==> src/rtl/cache_refill_pkg.sv <==
// rtl/cache_refill_pkg.sv - shared FSM type, requester indices and AXI encodings for the refill arbiter
package cache_refill_pkg;

  typedef enum logic [1:0] {
    IDLE = 2'd0,
    ADDR = 2'd1,
    DATA = 2'd2
  } refill_state_t;

  localparam int unsigned REQ_INSTR = 0;
  localparam int unsigned REQ_DATA  = 1;

  localparam logic [1:0] BURST_INCR = 2'b01;
  localparam logic [2:0] SIZE_WORD  = 3'b010;

endpackage

==> src/rtl/cache_refill_arbiter_if.sv <==
// rtl/cache_refill_arbiter_if.sv - request/response and AXI4 read bundle shared by arbiter and its environment
interface cache_refill_arbiter_if #(
  parameter int ADDR_WIDTH = 32,
  parameter int DATA_WIDTH = 32
);
  logic [1:0]                 req_valid;
  logic [1:0][ADDR_WIDTH-1:0] req_addr;
  logic [1:0]                 req_ready;

  logic [1:0]            rsp_valid;
  logic [1:0]            rsp_ready;
  logic [DATA_WIDTH-1:0] rsp_data;
  logic                  rsp_last;

  logic                  arvalid;
  logic                  arready;
  logic [ADDR_WIDTH-1:0] araddr;
  logic [7:0]            arlen;
  logic [2:0]            arsize;
  logic [1:0]            arburst;

  logic                  rvalid;
  logic                  rready;
  logic [DATA_WIDTH-1:0] rdata;
  logic [1:0]            rresp;
  logic                  rlast;

  modport master (
    input  req_valid, req_addr, rsp_ready, arready, rvalid, rdata, rresp, rlast,
    output req_ready, rsp_valid, rsp_data, rsp_last,
    output arvalid, araddr, arlen, arsize, arburst, rready
  );

  modport slave (
    output req_valid, req_addr, rsp_ready, arready, rvalid, rdata, rresp, rlast,
    input  req_ready, rsp_valid, rsp_data, rsp_last,
    input  arvalid, araddr, arlen, arsize, arburst, rready
  );

endinterface

==> src/rtl/cache_refill_arbiter_rr.sv <==
// rtl/cache_refill_arbiter_rr.sv - two-input round-robin grant; pointer moves to the other requester on advance
module rr_arbiter_2
  import cache_refill_pkg::*;
(
  input  logic       clk,
  input  logic       rst,
  input  logic [1:0] req,
  input  logic       advance,
  input  logic       last_owner,
  output logic [1:0] gnt,
  output logic       gnt_idx
);

  logic ptr_q;
  logic ptr_d;

  // A lone requester wins outright; the pointer only breaks ties.
  always_comb begin
    gnt     = req;
    gnt_idx = req[REQ_DATA] & ~req[REQ_INSTR];
    if (req == 2'b11) begin
      gnt_idx = ptr_q;
      gnt     = ptr_q ? 2'b10 : 2'b01;
    end
  end

  always_comb begin
    ptr_d = ptr_q;
    if (advance) begin
      ptr_d = ~last_owner;
    end
  end

  always_ff @(posedge clk) begin
    if (rst) begin
      ptr_q <= 1'(REQ_INSTR);
    end else begin
      ptr_q <= ptr_d;
    end
  end

endmodule

==> src/rtl/cache_refill_arbiter.sv <==
// rtl/cache_refill_arbiter.sv - shares one AXI4 read port between I- and D-cache line fills
// Define REFILL_ARB_ERR_CHECK_EN to build the sticky rresp/rlast error flag.
module cache_refill_arbiter
  import cache_refill_pkg::*;
#(
  parameter int ADDR_WIDTH = 32,
  parameter int DATA_WIDTH = 32,
  parameter int LINE_WORDS = 4
) (
  input  logic                   clk,
  input  logic                   rst,
  cache_refill_arbiter_if.master bus,
  output logic                   err
);

  localparam int CNT_W    = $clog2(LINE_WORDS);
  localparam int OFF_BITS = $clog2(LINE_WORDS * 4);
  localparam logic [CNT_W-1:0]      LAST_BEAT = CNT_W'(LINE_WORDS - 1);
  localparam logic [ADDR_WIDTH-1:0] LINE_MASK = ~ADDR_WIDTH'((1 << OFF_BITS) - 1);

  refill_state_t         state_q,   state_d;
  logic                  owner_q,   owner_d;
  logic [CNT_W-1:0]      cnt_q,     cnt_d;
  logic                  arvalid_q, arvalid_d;
  logic [ADDR_WIDTH-1:0] araddr_q,  araddr_d;
  logic [7:0]            arlen_q,   arlen_d;
  logic [2:0]            arsize_q,  arsize_d;
  logic [1:0]            arburst_q, arburst_d;

  logic [1:0] arb_req;
  logic [1:0] gnt;
  logic       gnt_idx;
  logic       req_hs;
  logic       beat_hs;
  logic       last_beat;
  logic       burst_done;

  // Arbitration is only open in IDLE, and never while reset is asserted.
  assign arb_req    = (state_q == IDLE && !rst) ? bus.req_valid : 2'b00;
  assign req_hs     = |gnt;
  assign last_beat  = (cnt_q == LAST_BEAT);
  assign beat_hs    = (state_q == DATA) && bus.rvalid && bus.rready;
  assign burst_done = beat_hs && last_beat;

  rr_arbiter_2 u_rr (
    .clk        (clk),
    .rst        (rst),
    .req        (arb_req),
    .advance    (burst_done),
    .last_owner (owner_q),
    .gnt        (gnt),
    .gnt_idx    (gnt_idx)
  );

  assign bus.req_ready = gnt;
  assign bus.arvalid   = arvalid_q;
  assign bus.araddr    = araddr_q;
  assign bus.arlen     = arlen_q;
  assign bus.arsize    = arsize_q;
  assign bus.arburst   = arburst_q;

  // R channel is a straight pass-through to the current owner.
  always_comb begin
    bus.rsp_valid = 2'b00;
    bus.rready    = 1'b0;
    bus.rsp_data  = '0;
    bus.rsp_last  = 1'b0;
    if (state_q == DATA) begin
      bus.rsp_valid[owner_q] = bus.rvalid;
      bus.rready             = bus.rsp_ready[owner_q];
      bus.rsp_data           = bus.rdata;
      bus.rsp_last           = last_beat;
    end
  end

  always_comb begin
    state_d   = state_q;
    owner_d   = owner_q;
    cnt_d     = cnt_q;
    arvalid_d = arvalid_q;
    araddr_d  = araddr_q;
    arlen_d   = arlen_q;
    arsize_d  = arsize_q;
    arburst_d = arburst_q;
    case (state_q)
      IDLE: begin
        if (req_hs) begin
          owner_d   = gnt_idx;
          araddr_d  = bus.req_addr[gnt_idx] & LINE_MASK;
          arvalid_d = 1'b1;
          arlen_d   = 8'(LINE_WORDS - 1);
          arsize_d  = SIZE_WORD;
          arburst_d = BURST_INCR;
          cnt_d     = '0;
          state_d   = ADDR;
        end
      end
      ADDR: begin
        if (bus.arready) begin
          arvalid_d = 1'b0;
          state_d   = DATA;
        end
      end
      DATA: begin
        if (beat_hs) begin
          cnt_d = cnt_q + 1'b1;
          if (last_beat) begin
            cnt_d   = '0;
            state_d = IDLE;
          end
        end
      end
      default: state_d = IDLE;
    endcase
  end

  always_ff @(posedge clk) begin
    if (rst) begin
      state_q   <= IDLE;
      owner_q   <= 1'b0;
      cnt_q     <= '0;
      arvalid_q <= 1'b0;
      araddr_q  <= '0;
      arlen_q   <= '0;
      arsize_q  <= '0;
      arburst_q <= '0;
    end else begin
      state_q   <= state_d;
      owner_q   <= owner_d;
      cnt_q     <= cnt_d;
      arvalid_q <= arvalid_d;
      araddr_q  <= araddr_d;
      arlen_q   <= arlen_d;
      arsize_q  <= arsize_d;
      arburst_q <= arburst_d;
    end
  end

`ifdef REFILL_ARB_ERR_CHECK_EN
  logic err_q;
  logic err_d;

  // The burst length is governed by the counter; rlast is only cross-checked.
  always_comb begin
    err_d = err_q;
    if (beat_hs && (bus.rresp != 2'b00 || bus.rlast != last_beat)) begin
      err_d = 1'b1;
    end
  end

  always_ff @(posedge clk) begin
    if (rst) begin
      err_q <= 1'b0;
    end else begin
      err_q <= err_d;
    end
  end

  assign err = err_q;
`else
  logic unused_err_inputs;
  assign unused_err_inputs = ^{bus.rresp, bus.rlast};
  assign err = 1'b0;
`endif

endmodule

==> src/flat_wrapper.sv <==
// flat-port wrapper written by rule: the top's interface ports become plain ports
module cache_refill_arbiter_flat import cache_refill_pkg::*;
#(
  parameter int ADDR_WIDTH = 32,
  parameter int DATA_WIDTH = 32,
  parameter int LINE_WORDS = 4
)
  (clk, rst, err, bus_req_valid, bus_req_addr, bus_rsp_ready, bus_arready, bus_rvalid, bus_rdata, bus_rresp, bus_rlast, bus_req_ready, bus_rsp_valid, bus_rsp_data, bus_rsp_last, bus_arvalid, bus_araddr, bus_arlen, bus_arsize, bus_arburst, bus_rready);
  cache_refill_arbiter_if #(.ADDR_WIDTH(ADDR_WIDTH), .DATA_WIDTH(DATA_WIDTH)) bus_i ();
  input  logic clk;
  input  logic rst;
  output logic err;
  input wire logic [$bits(bus_i.req_valid)-1:0] bus_req_valid;
  input wire logic [$bits(bus_i.req_addr)-1:0] bus_req_addr;
  input wire logic [$bits(bus_i.rsp_ready)-1:0] bus_rsp_ready;
  input wire logic [$bits(bus_i.arready)-1:0] bus_arready;
  input wire logic [$bits(bus_i.rvalid)-1:0] bus_rvalid;
  input wire logic [$bits(bus_i.rdata)-1:0] bus_rdata;
  input wire logic [$bits(bus_i.rresp)-1:0] bus_rresp;
  input wire logic [$bits(bus_i.rlast)-1:0] bus_rlast;
  output wire logic [$bits(bus_i.req_ready)-1:0] bus_req_ready;
  output wire logic [$bits(bus_i.rsp_valid)-1:0] bus_rsp_valid;
  output wire logic [$bits(bus_i.rsp_data)-1:0] bus_rsp_data;
  output wire logic [$bits(bus_i.rsp_last)-1:0] bus_rsp_last;
  output wire logic [$bits(bus_i.arvalid)-1:0] bus_arvalid;
  output wire logic [$bits(bus_i.araddr)-1:0] bus_araddr;
  output wire logic [$bits(bus_i.arlen)-1:0] bus_arlen;
  output wire logic [$bits(bus_i.arsize)-1:0] bus_arsize;
  output wire logic [$bits(bus_i.arburst)-1:0] bus_arburst;
  output wire logic [$bits(bus_i.rready)-1:0] bus_rready;
  assign bus_i.req_valid = bus_req_valid;
  assign bus_i.req_addr = bus_req_addr;
  assign bus_i.rsp_ready = bus_rsp_ready;
  assign bus_i.arready = bus_arready;
  assign bus_i.rvalid = bus_rvalid;
  assign bus_i.rdata = bus_rdata;
  assign bus_i.rresp = bus_rresp;
  assign bus_i.rlast = bus_rlast;
  assign bus_req_ready = bus_i.req_ready;
  assign bus_rsp_valid = bus_i.rsp_valid;
  assign bus_rsp_data = bus_i.rsp_data;
  assign bus_rsp_last = bus_i.rsp_last;
  assign bus_arvalid = bus_i.arvalid;
  assign bus_araddr = bus_i.araddr;
  assign bus_arlen = bus_i.arlen;
  assign bus_arsize = bus_i.arsize;
  assign bus_arburst = bus_i.arburst;
  assign bus_rready = bus_i.rready;
  cache_refill_arbiter #(.ADDR_WIDTH(ADDR_WIDTH), .DATA_WIDTH(DATA_WIDTH), .LINE_WORDS(LINE_WORDS)) u_core (.clk(clk), .rst(rst), .bus(bus_i), .err(err));
endmodule
==> config.mk <==
export PLATFORM = sky130hd
export DESIGN_NAME = cache_refill_arbiter_flat
export DESIGN_NICKNAME = d
export VERILOG_FILES = /design/src/rtl/cache_refill_pkg.sv /design/src/rtl/cache_refill_arbiter_if.sv /design/src/rtl/cache_refill_arbiter_rr.sv /design/src/rtl/cache_refill_arbiter.sv /design/src/flat_wrapper.sv
export SDC_FILE = /design/constraint.sdc
export NUM_CORES = 1
export LEC_CHECK = 0
export BUFFER_PORTS_ARGS = -buffer_cell sky130_fd_sc_hd__buf_4
export CAP_MARGIN = 10
export CELL_PAD_IN_SITES_DETAIL_PLACEMENT = 2
export CELL_PAD_IN_SITES_GLOBAL_PLACEMENT = 2
export CORE_AREA = 2 2 136 85
export CTS_CLUSTER_DIAMETER = 200
export DETAILED_ROUTE_END_ITERATION = 16
export DIE_AREA = 0 0 138 87
export GPL_TIMING_DRIVEN = 0
export PLACE_DENSITY_LB_ADDON = 0.08
export SYNTH_ARGS = -nofsm -noshare
export SYNTH_HDL_FRONTEND = slang
export SYNTH_HIERARCHICAL = 1
export SYNTH_SLANG_ARGS = --single-unit
==> constraint.sdc <==
create_clock -name clk -period 6.4 [get_ports clk]
set_clock_uncertainty 0.05 [all_clocks]
set_input_delay 0.32 -clock clk [delete_from_list [all_inputs] [get_ports clk]]
set_output_delay 0.32 -clock clk [all_outputs]
set_load 0.1 [all_outputs]
==> results of run 1 <==
==> metrics by stage <==
stage / hold slack (ns) / instance area (um2)
after floorplan: 0.3430 / 2263
after global placement: 0.3991 / 3690
after detailed placement: 0.4171 / 3690
after CTS: 0.1798 / 3831
after global routing: 0.1824 / 3831
final: 0.1831 / 3831
==> cells in the mapped netlist <==
master	n
dfxtp_1	36
or2_2	1
conb_1	1
and3_1	1
clkbuf_1	6
or3b_2	1
a21boi_0	1
buf_2	11
nor4_1	1
buf_4	19
mux2i_1	30
ha_1	1
nand3b_1	3
nand2_1	3
inv_1	1
nor3b_1	2
nor2b_1	2
nor2_1	7
mux2_2	1
and2_1	34
a211oi_1	8
a211oi_2	21
nor2_8	1
nand2b_1	2
buf_12	2
nand3_1	1
o21ai_0	3
a21oi_1	34
or2_1	1
a21boi_1	2
==> routing by layer <==
metal / vias up / part of all wire
li1: 1179 / -
met1: 1129 / 0.46
met2: 96 / 0.46
met3: 4 / 0.075
met4: 0 / 0.0055
met5: - / 0
==> layout by cell type (no fill, tap or decap), types with 2 or more instances in the layout <==
cell       Yosys  final
dfxtp_1       36     36
a21boi_1       2      2
o21ai_0        3      3
conb_1         1     14
a21oi_1       34     34
buf_2         11     11
and2_1        34     34
nor2b_1        2      2
buf_4         19    185
clkbuf_16      0      5
a211oi_2      21     21
mux2i_1       30     30
nand2b_1       2      2
nor3b_1        2      2
buf_12         2      2
nand3b_1       3      3
a211oi_1       8      8
nand2_1        3      3
nor2_1         7      7
clkbuf_1       6      8
==> worst max-delay path by stage <==
stage	endpoint	slack (ns)	cells after the start
finish	u_core/bus.araddr[11]$_SDFFE_PP0P_	3.79	9
global route	u_core/bus.araddr[19]$_SDFFE_PP0P_	3.48	9
CTS	u_core/bus.araddr[11]$_SDFFE_PP0P_	3.74	9
detailed placement	u_core/bus.araddr[10]$_SDFFE_PP0P_	3.78	9
global placement	u_core/bus.araddr[16]$_SDFFE_PP0P_	3.83	9
floorplan	u_core/bus.araddr[10]$_SDFFE_PP0P_	1.86	8
==> flip-flops by register name, indices dropped and copies added, names as in the netlist <==
register and count:
u_core/bus.araddr 28, u_core/cnt_q 2, u_core/state_q 2, u_core/bus.arburst 1, u_core/bus.arvalid 1, u_core/owner_q 1, u_core/u_rr/ptr_q 1
==> power by group through the flow <==
stage	clock network [mW]	registers [mW]	logic, mW
after floorplan	0	0.464	0.256
after global placement	0	0.274	0.582
after detailed placement	0	0.275	0.589
after CTS	0.248	0.271	0.589
after global routing	0.262	0.275	0.611
final	0.238	0.270	0.584
==> worst reg2reg max path, stage by stage, from the launching register on <==
cell and delay, ns:
dfxtp_1 0.36, or2_1 0.23, buf_2 0.17, nor3b_1 0.34, a21boi_0 0.36, or2_2 0.17
clkbuf_1 0.22, buf_2 0.28, a21oi_1 0.11, a211oi_2 0.22
==> area by class of cell <==
type	instances	area, um2	area share
Tap cell	144	180.2	0.04703
Inverter	1	3.754	0.0009798
Clock inverter	1	8.758	0.002286
Buffer	38	260.3	0.06793
Clock buffer	7	132.6	0.03462
Multi-Input combinational cell	175	1279	0.3338
Timing Repair Buffer	166	1246	0.3253
Sequential cell	36	720.7	0.1881
==> cells by family after synthesis <==
| kind of cell | after synthesis | share of synthesized area |
|---|---|---|
| muxes | 31 | 0.1407 |
| and+or+nand+nor | 60 | 0.1678 |
| adders and majority gates | 1 | 0.005649 |
| DFF | 36 | 0.3254 |
| other | 1 | 0.001693 |
| AOI/OAI and AO/OA | 69 | 0.2395 |
| buffers and inverters | 39 | 0.1192 |
==> metrics.txt, run 1 <==
PortBufs 166; Worst Path Buf+Inv 3; routed vias/inst 4.239; crit end category flip-flop; top post-synthesis cells by area dfxtp_1 (33%), mux2i_1 (14%), a211oi_2 (12%), and2_1 (9.6%), a21oi_1 (7.7%); Switching Share 0.4929; Yosys top cell by area dfxtp_1; end of the worst register-to-register path u_core/bus.araddr[11]$_SDFFE_PP0P_; Clock Latency Late Sink 0.28 ns; max-cap viol count 0; grt ovf 0; Max Fclk 382.9 MHz; WL/cell 15.26 um; unrepaired setup endpoints after global routing no; internal power 0.5540 mW; Pre-Repair DR Iteration Count 4; Worst EP required 6.54 ns; dpl hpwl 7.102 mm; Placement Setup Slack 3.777 ns; Seq/Total Area, Yosys 0.3254; Worst Setup Path Type reg -> reg; vias in the first global route 2,563; Fin Setup TNS 0 ns; Final ANT Viol Nets 0; CTS tree built; Tightest Pin Transition 0.7600 ns; layout cells sized above 1 0.5401; total power 1.093 mW; Core Box Area 0.01089 mm2; Synth Register Bits 36; Rel. slew slack 0.4933; CP max stage delay 0.36 ns; post-CTS setup buffers 0; Register-to-Register Setup Slack 3.79 ns; reg2reg start u_core/state_q[1]$_SDFFE_PP0P_; ant diodes 0; critical path's slowest cell dfxtp_1; DRC 0; first-pass GRT wire length 13.68 mm; Finished Core Util 0.3520; post_cts resized 0; HP Start rst; initial antenna violation count 0; first-iteration detailed-routing DRC count 82; Sw Pwr 0.5385 mW; yosys warns 6; Worst Setup SP u_core/state_q[1]$_SDFFE_PP0P_; Hold Path Class in -> reg; crit share post-route 0.4080; Peak supply drop 0.09579 mV; power share of the sequential group 0.247; Critical Path AT 2.76 ns; Clk network pwr share 0.218; clk slew on worst S/H paths 0.06 ns; H-tree levels 2; via count 2,408; CTS buffer count 5; Post-CTS Hold Buffers 0; WHS Endpoint u_core/u_rr/ptr_q$_SDFFE_PP0P_; post-synthesis cell type count 30; WHS Path Cells 2; CP max FO 10; Bufs on Longest Clock Path 2; # IOs 192; filler instances 1,231; CTS Sinks 36; GRT busiest layer met2; die height 87 um; Max Slew Vio Count 0; status complete, no violations; Root Driver clkbuf_16; Pwr Density 285.2 mW/mm2; largest net degree at the start of global routing 12; final wirelength 8.665 mm; top cell type's share of synthesized area 0.3254; CP Launch Type flip-flop; Placer Congestion 0.6778; Placed Cells 560; nets 531; cell count after synthesis 237; GR Layer Usage met2 0.2295; R2R depth 9; Die W 138 um; M3 GR Usage 0.05058; mapped cell area 0.002215 mm2; Avg Inst Size Synth 9.344 um2; GR Util met1 0.1839; die area 0.01201 mm2; area added between synthesis and finish 72.99%; PnR worst setup slack 3.789 ns; Leak 1.779 nW; critical path's top delay family simple AND/OR/NAND/NOR gates; final hold violation count 0; CP cell instances or2_1 > buf_2 > nor3b_1 > a21boi_0 > or2_2 > clkbuf_1 > buf_2 > a21oi_1 > a211oi_2; min Tclk post-route 2.611 ns; Total Routing Usage GR 0.1412; # setup viols final 0; non-filler instance count after layout 568; cell mode on critical path buf_2; row count 30; Initial Utilization 0.2034; Comb power frac 0.535
No activity file was read; power rests on OpenSTA's default activity.
==> run 2, diff against run 1 <==
- ABC_AREA: default -> 1
- CORE_AREA: 2 2 136 85 -> 2 2 161 100
- DIE_AREA: 0 0 138 87 -> 0 0 163 102
- clock period: 6.4 -> 2.35 ns (I/O delays scaled with it)
==> run 2 against run 1 <==
Compared with the run above:
- core utilization is 8.9 points lower
- fmax up 23%
- hold slack lost 0.17 ns
- global-route usage decreased by 2.1 points
- non-clock buffer count decreased by 3
- critical endpoint is now u_core/bus.araddr[18]$_SDFFE_PP0P_
- largest cell class unchanged
==> metrics.txt, run 2 <==
first-iteration detailed-routing DRC count 59 (was 82); max-cap viol count 0 (unchanged); die height 102 um (was 87 um); area added between synthesis and finish 78.72% (was 72.99%); Bufs on Longest Clock Path 2 (unchanged); cell count after synthesis 367 (was 237); status complete, no violations (unchanged); Total Routing Usage GR 0.1203 (was 0.1412); layout cells sized above 1 0.3989 (was 0.5401); ys async rst share 0 (unchanged); vias in the first global route 2,880 (was 2,563); routed vias/inst 3.679 (was 4.239); commonest non-fill, non-tap cell in the layout buf_4 (unchanged); H-tree levels 2 (unchanged); Root Driver clkbuf_16 (unchanged); Synth Register Bits 36 (unchanged); CP max stage delay 0.36 ns (about the same); Yosys top cell by area dfxtp_1 (unchanged); HP Start rst (unchanged); commonest non-fill, non-tap cells in the layout buf_4 (183), nor2_1 (87), inv_1 (75), o21ai_0 (53), nand2_1 (40) (was buf_4 (185), dfxtp_1 (36), and2_1 (34), a21oi_1 (34), mux2i_1 (30)); Initial Utilization 0.1471 (was 0.2034); crit end category flip-flop (unchanged); Placed Area 0.003794 mm2 (was 0.003690 mm2); Critical Path AT 2.24 ns (was 2.76 ns); unrepaired setup endpoints after global routing no (unchanged); Max Slew Vio Count 0 (unchanged); dpl hpwl 8.598 mm (was 7.102 mm); DRC 0 (unchanged); Worst Setup SP u_core/state_q[1]$_SDFFE_PP0P_ (unchanged); # setup viols final 0 (unchanged); CTS buffer count 5 (unchanged); CTS Sinks 36 (unchanged); final wirelength 10.22 mm (was 8.665 mm); first-pass GRT wire length 15.31 mm (was 13.68 mm); CP Launch Type flip-flop (unchanged); CP cell instances nor2_4 > nand2_1 > nor2_4 > a21boi_4 > clkbuf_4 > clkbuf_4 > o21ai_0 > o21ai_0 > nor2_1 (was or2_1 > buf_2 > nor3b_1 > a21boi_0 > or2_2 > clkbuf_1 > buf_2 > a21oi_1 > a211oi_2); Max Fclk 471.6 MHz (was 382.9 MHz); Die W 163 um (was 138 um); Peak supply drop 0.2231 mV (was 0.09579 mV); nets 661 (was 531); clk slew on worst S/H paths 0.06 ns (about the same); total power 3.461 mW (was 1.093 mW); Pre-Repair DR Iteration Count 4 (unchanged); Pwr Density 871.4 mW/mm2 (was 285.2 mW/mm2); post-CTS setup buffers 0 (unchanged); top post-synthesis cells by area dfxtp_1 (32%), nor2_1 (15%), inv_1 (13%), o21ai_0 (12%), nand2_1 (6.8%) (was dfxtp_1 (33%), mux2i_1 (14%), a211oi_2 (12%), and2_1 (9.6%), a21oi_1 (7.7%)); min Tclk post-route 2.121 ns (was 2.611 ns); Placer Congestion 0.6814 (was 0.6778); # IOs 192 (unchanged); WL/cell 13.50 um (was 15.26 um); top cell type's share of synthesized area 0.3243 (was 0.3254); initial antenna violation count 0 (unchanged); Final ANT Viol Nets 0 (unchanged); grt ovf 0 (unchanged); count leader, synth nor2_1 (was dfxtp_1); Avg Inst Size Synth 6.055 um2 (was 9.344 um2); largest net degree at the start of global routing 11 (was 12); Finished Core Util 0.2629 (was 0.3520); reg2reg start u_core/state_q[1]$_SDFFE_PP0P_ (unchanged); post-synthesis cell type count 25 (was 30); Leak 2.167 nW (was 1.779 nW); fin area 0.003971 mm2 (was 0.003831 mm2); ant diodes 0 (unchanged); Clock Latency Late Sink 0.28 ns (about the same); Worst Setup Path Type reg -> reg (unchanged); PortBufs 166 (unchanged); yosys warns 6 (unchanged); ys flop type dfxtp_1 (unchanged); crit share post-route 0.9024 (was 0.4080); die area 0.01663 mm2 (was 0.01201 mm2); most frequent cells after synthesis nor2_1 (89), inv_1 (75), o21ai_0 (53), nand2_1 (40), dfxtp_1 (36) (was dfxtp_1 (36), a21oi_1 (34), and2_1 (34), mux2i_1 (30), a211oi_2 (21)); number of enable flip-flop cells after synthesis 0 (unchanged); Worst EP required 2.47 ns (was 6.54 ns); final hold violation count 0 (unchanged); mapped cell area 0.002222 mm2 (was 0.002215 mm2); CP max FO 10 (unchanged); Largest register FFs 28 (unchanged); critical path's slowest cell dfxtp_1 (unchanged); Hold Path Class in -> reg (unchanged); via count 2,785 (was 2,408); CTS tree built (unchanged); Seq/Total Area, Yosys 0.3243 (was 0.3254); Core Box Area 0.01511 mm2 (was 0.01089 mm2); row count 35 (was 30)
run 2: cell types whose count changed after synthesis, moves of 8 or more:
cell,before,now
nor2_1,7,89
inv_1,1,75
o21ai_0,3,53
nand2_1,3,40
and2_1,34,0
mux2i_1,30,0
a21oi_1,34,6
a211oi_2,21,0
nor2_2,0,9
a211oi_1,8,0
run 2: critical path: cells and delay by family, from the launching register on:
family	cells	cell delay, ns
flops	1	0.36
simple gates	4	0.51
compound gates	3	0.59
buf+inv	2	0.48
run 2: layout make-up:
class / count / area (um2)
timing repair buffer: 166 / 1246
multi-input combinational: 233 / 1081
fill: 1835 / 11140
tap: 203 / 254.0
buffer: 35 / 237.7
sequential: 36 / 720.7
clock buffer: 8 / 146.4
inverter: 76 / 285.3
run 2: logic make-up (layout without fill, tap and decap cells):
group / Yosys count / in the layout / share of synthesized area
adder cells (fa/ha/maj): 1 / 1 / 0.005630
AO/OA/AOI/OAI: 69 / 69 / 0.1650
other: 1 / 14 / 0.001688
AND/OR/NAND/NOR: 149 / 149 / 0.2725
buffers and inverters: 111 / 285 / 0.2309
flip-flops: 36 / 36 / 0.3243
run 2: metal layers:
| metal | global-route usage | up-vias | share of wire |
|---|---|---|---|
| met5 | 0 | - | 0 |
| met4 | 0.02859 | 0 | 0.0063 |
| met3 | 0.03612 | 5 | 0.066 |
| met2 | 0.1930 | 78 | 0.44 |
| met1 | 0.1598 | 1265 | 0.48 |
| li1 | - | 1437 | - |
run 2: what timing repair did:
item / in CTS / in global routing
setup endpoints to repair: 29 / 27
hold buffers: 0 / 0
gates resized for setup: 3 / 9
run 2: stage by stage:
step / setup WS (ns) / instances / hold WS, ns / TNS [ns]
after floorplan: -0.4370 / 380 / 0.1366 / -0.8741
after global placement: -0.6093 / 749 / 0.3053 / -15.14
after detailed placement: -0.6983 / 749 / 0.3147 / -17.85
after CTS: 0.02574 / 757 / 0.009145 / 0
after global routing: 0.04610 / 757 / 0.01509 / 0
final: 0.2295 / 757 / 0.01685 / 0
run 2: path summary, 6_finish.rpt:
path	end	slack (ns)	cells after the start
min	u_core/bus.arburst[0]$_SDFFE_PP0P_	0.02	2
max	u_core/bus.araddr[18]$_SDFFE_PP0P_	0.23	9
max reg2reg	u_core/bus.araddr[18]$_SDFFE_PP0P_	0.23	9
min reg2reg	u_core/bus.arvalid$_SDFFE_PP0P_	0.43	2
run 2: report_power, final:
part,switching (mW),internal [mW]
Combinational,1.53,0.469
Sequential,0.0696,0.713
Clock,0.260,0.423
Total,1.86,1.61
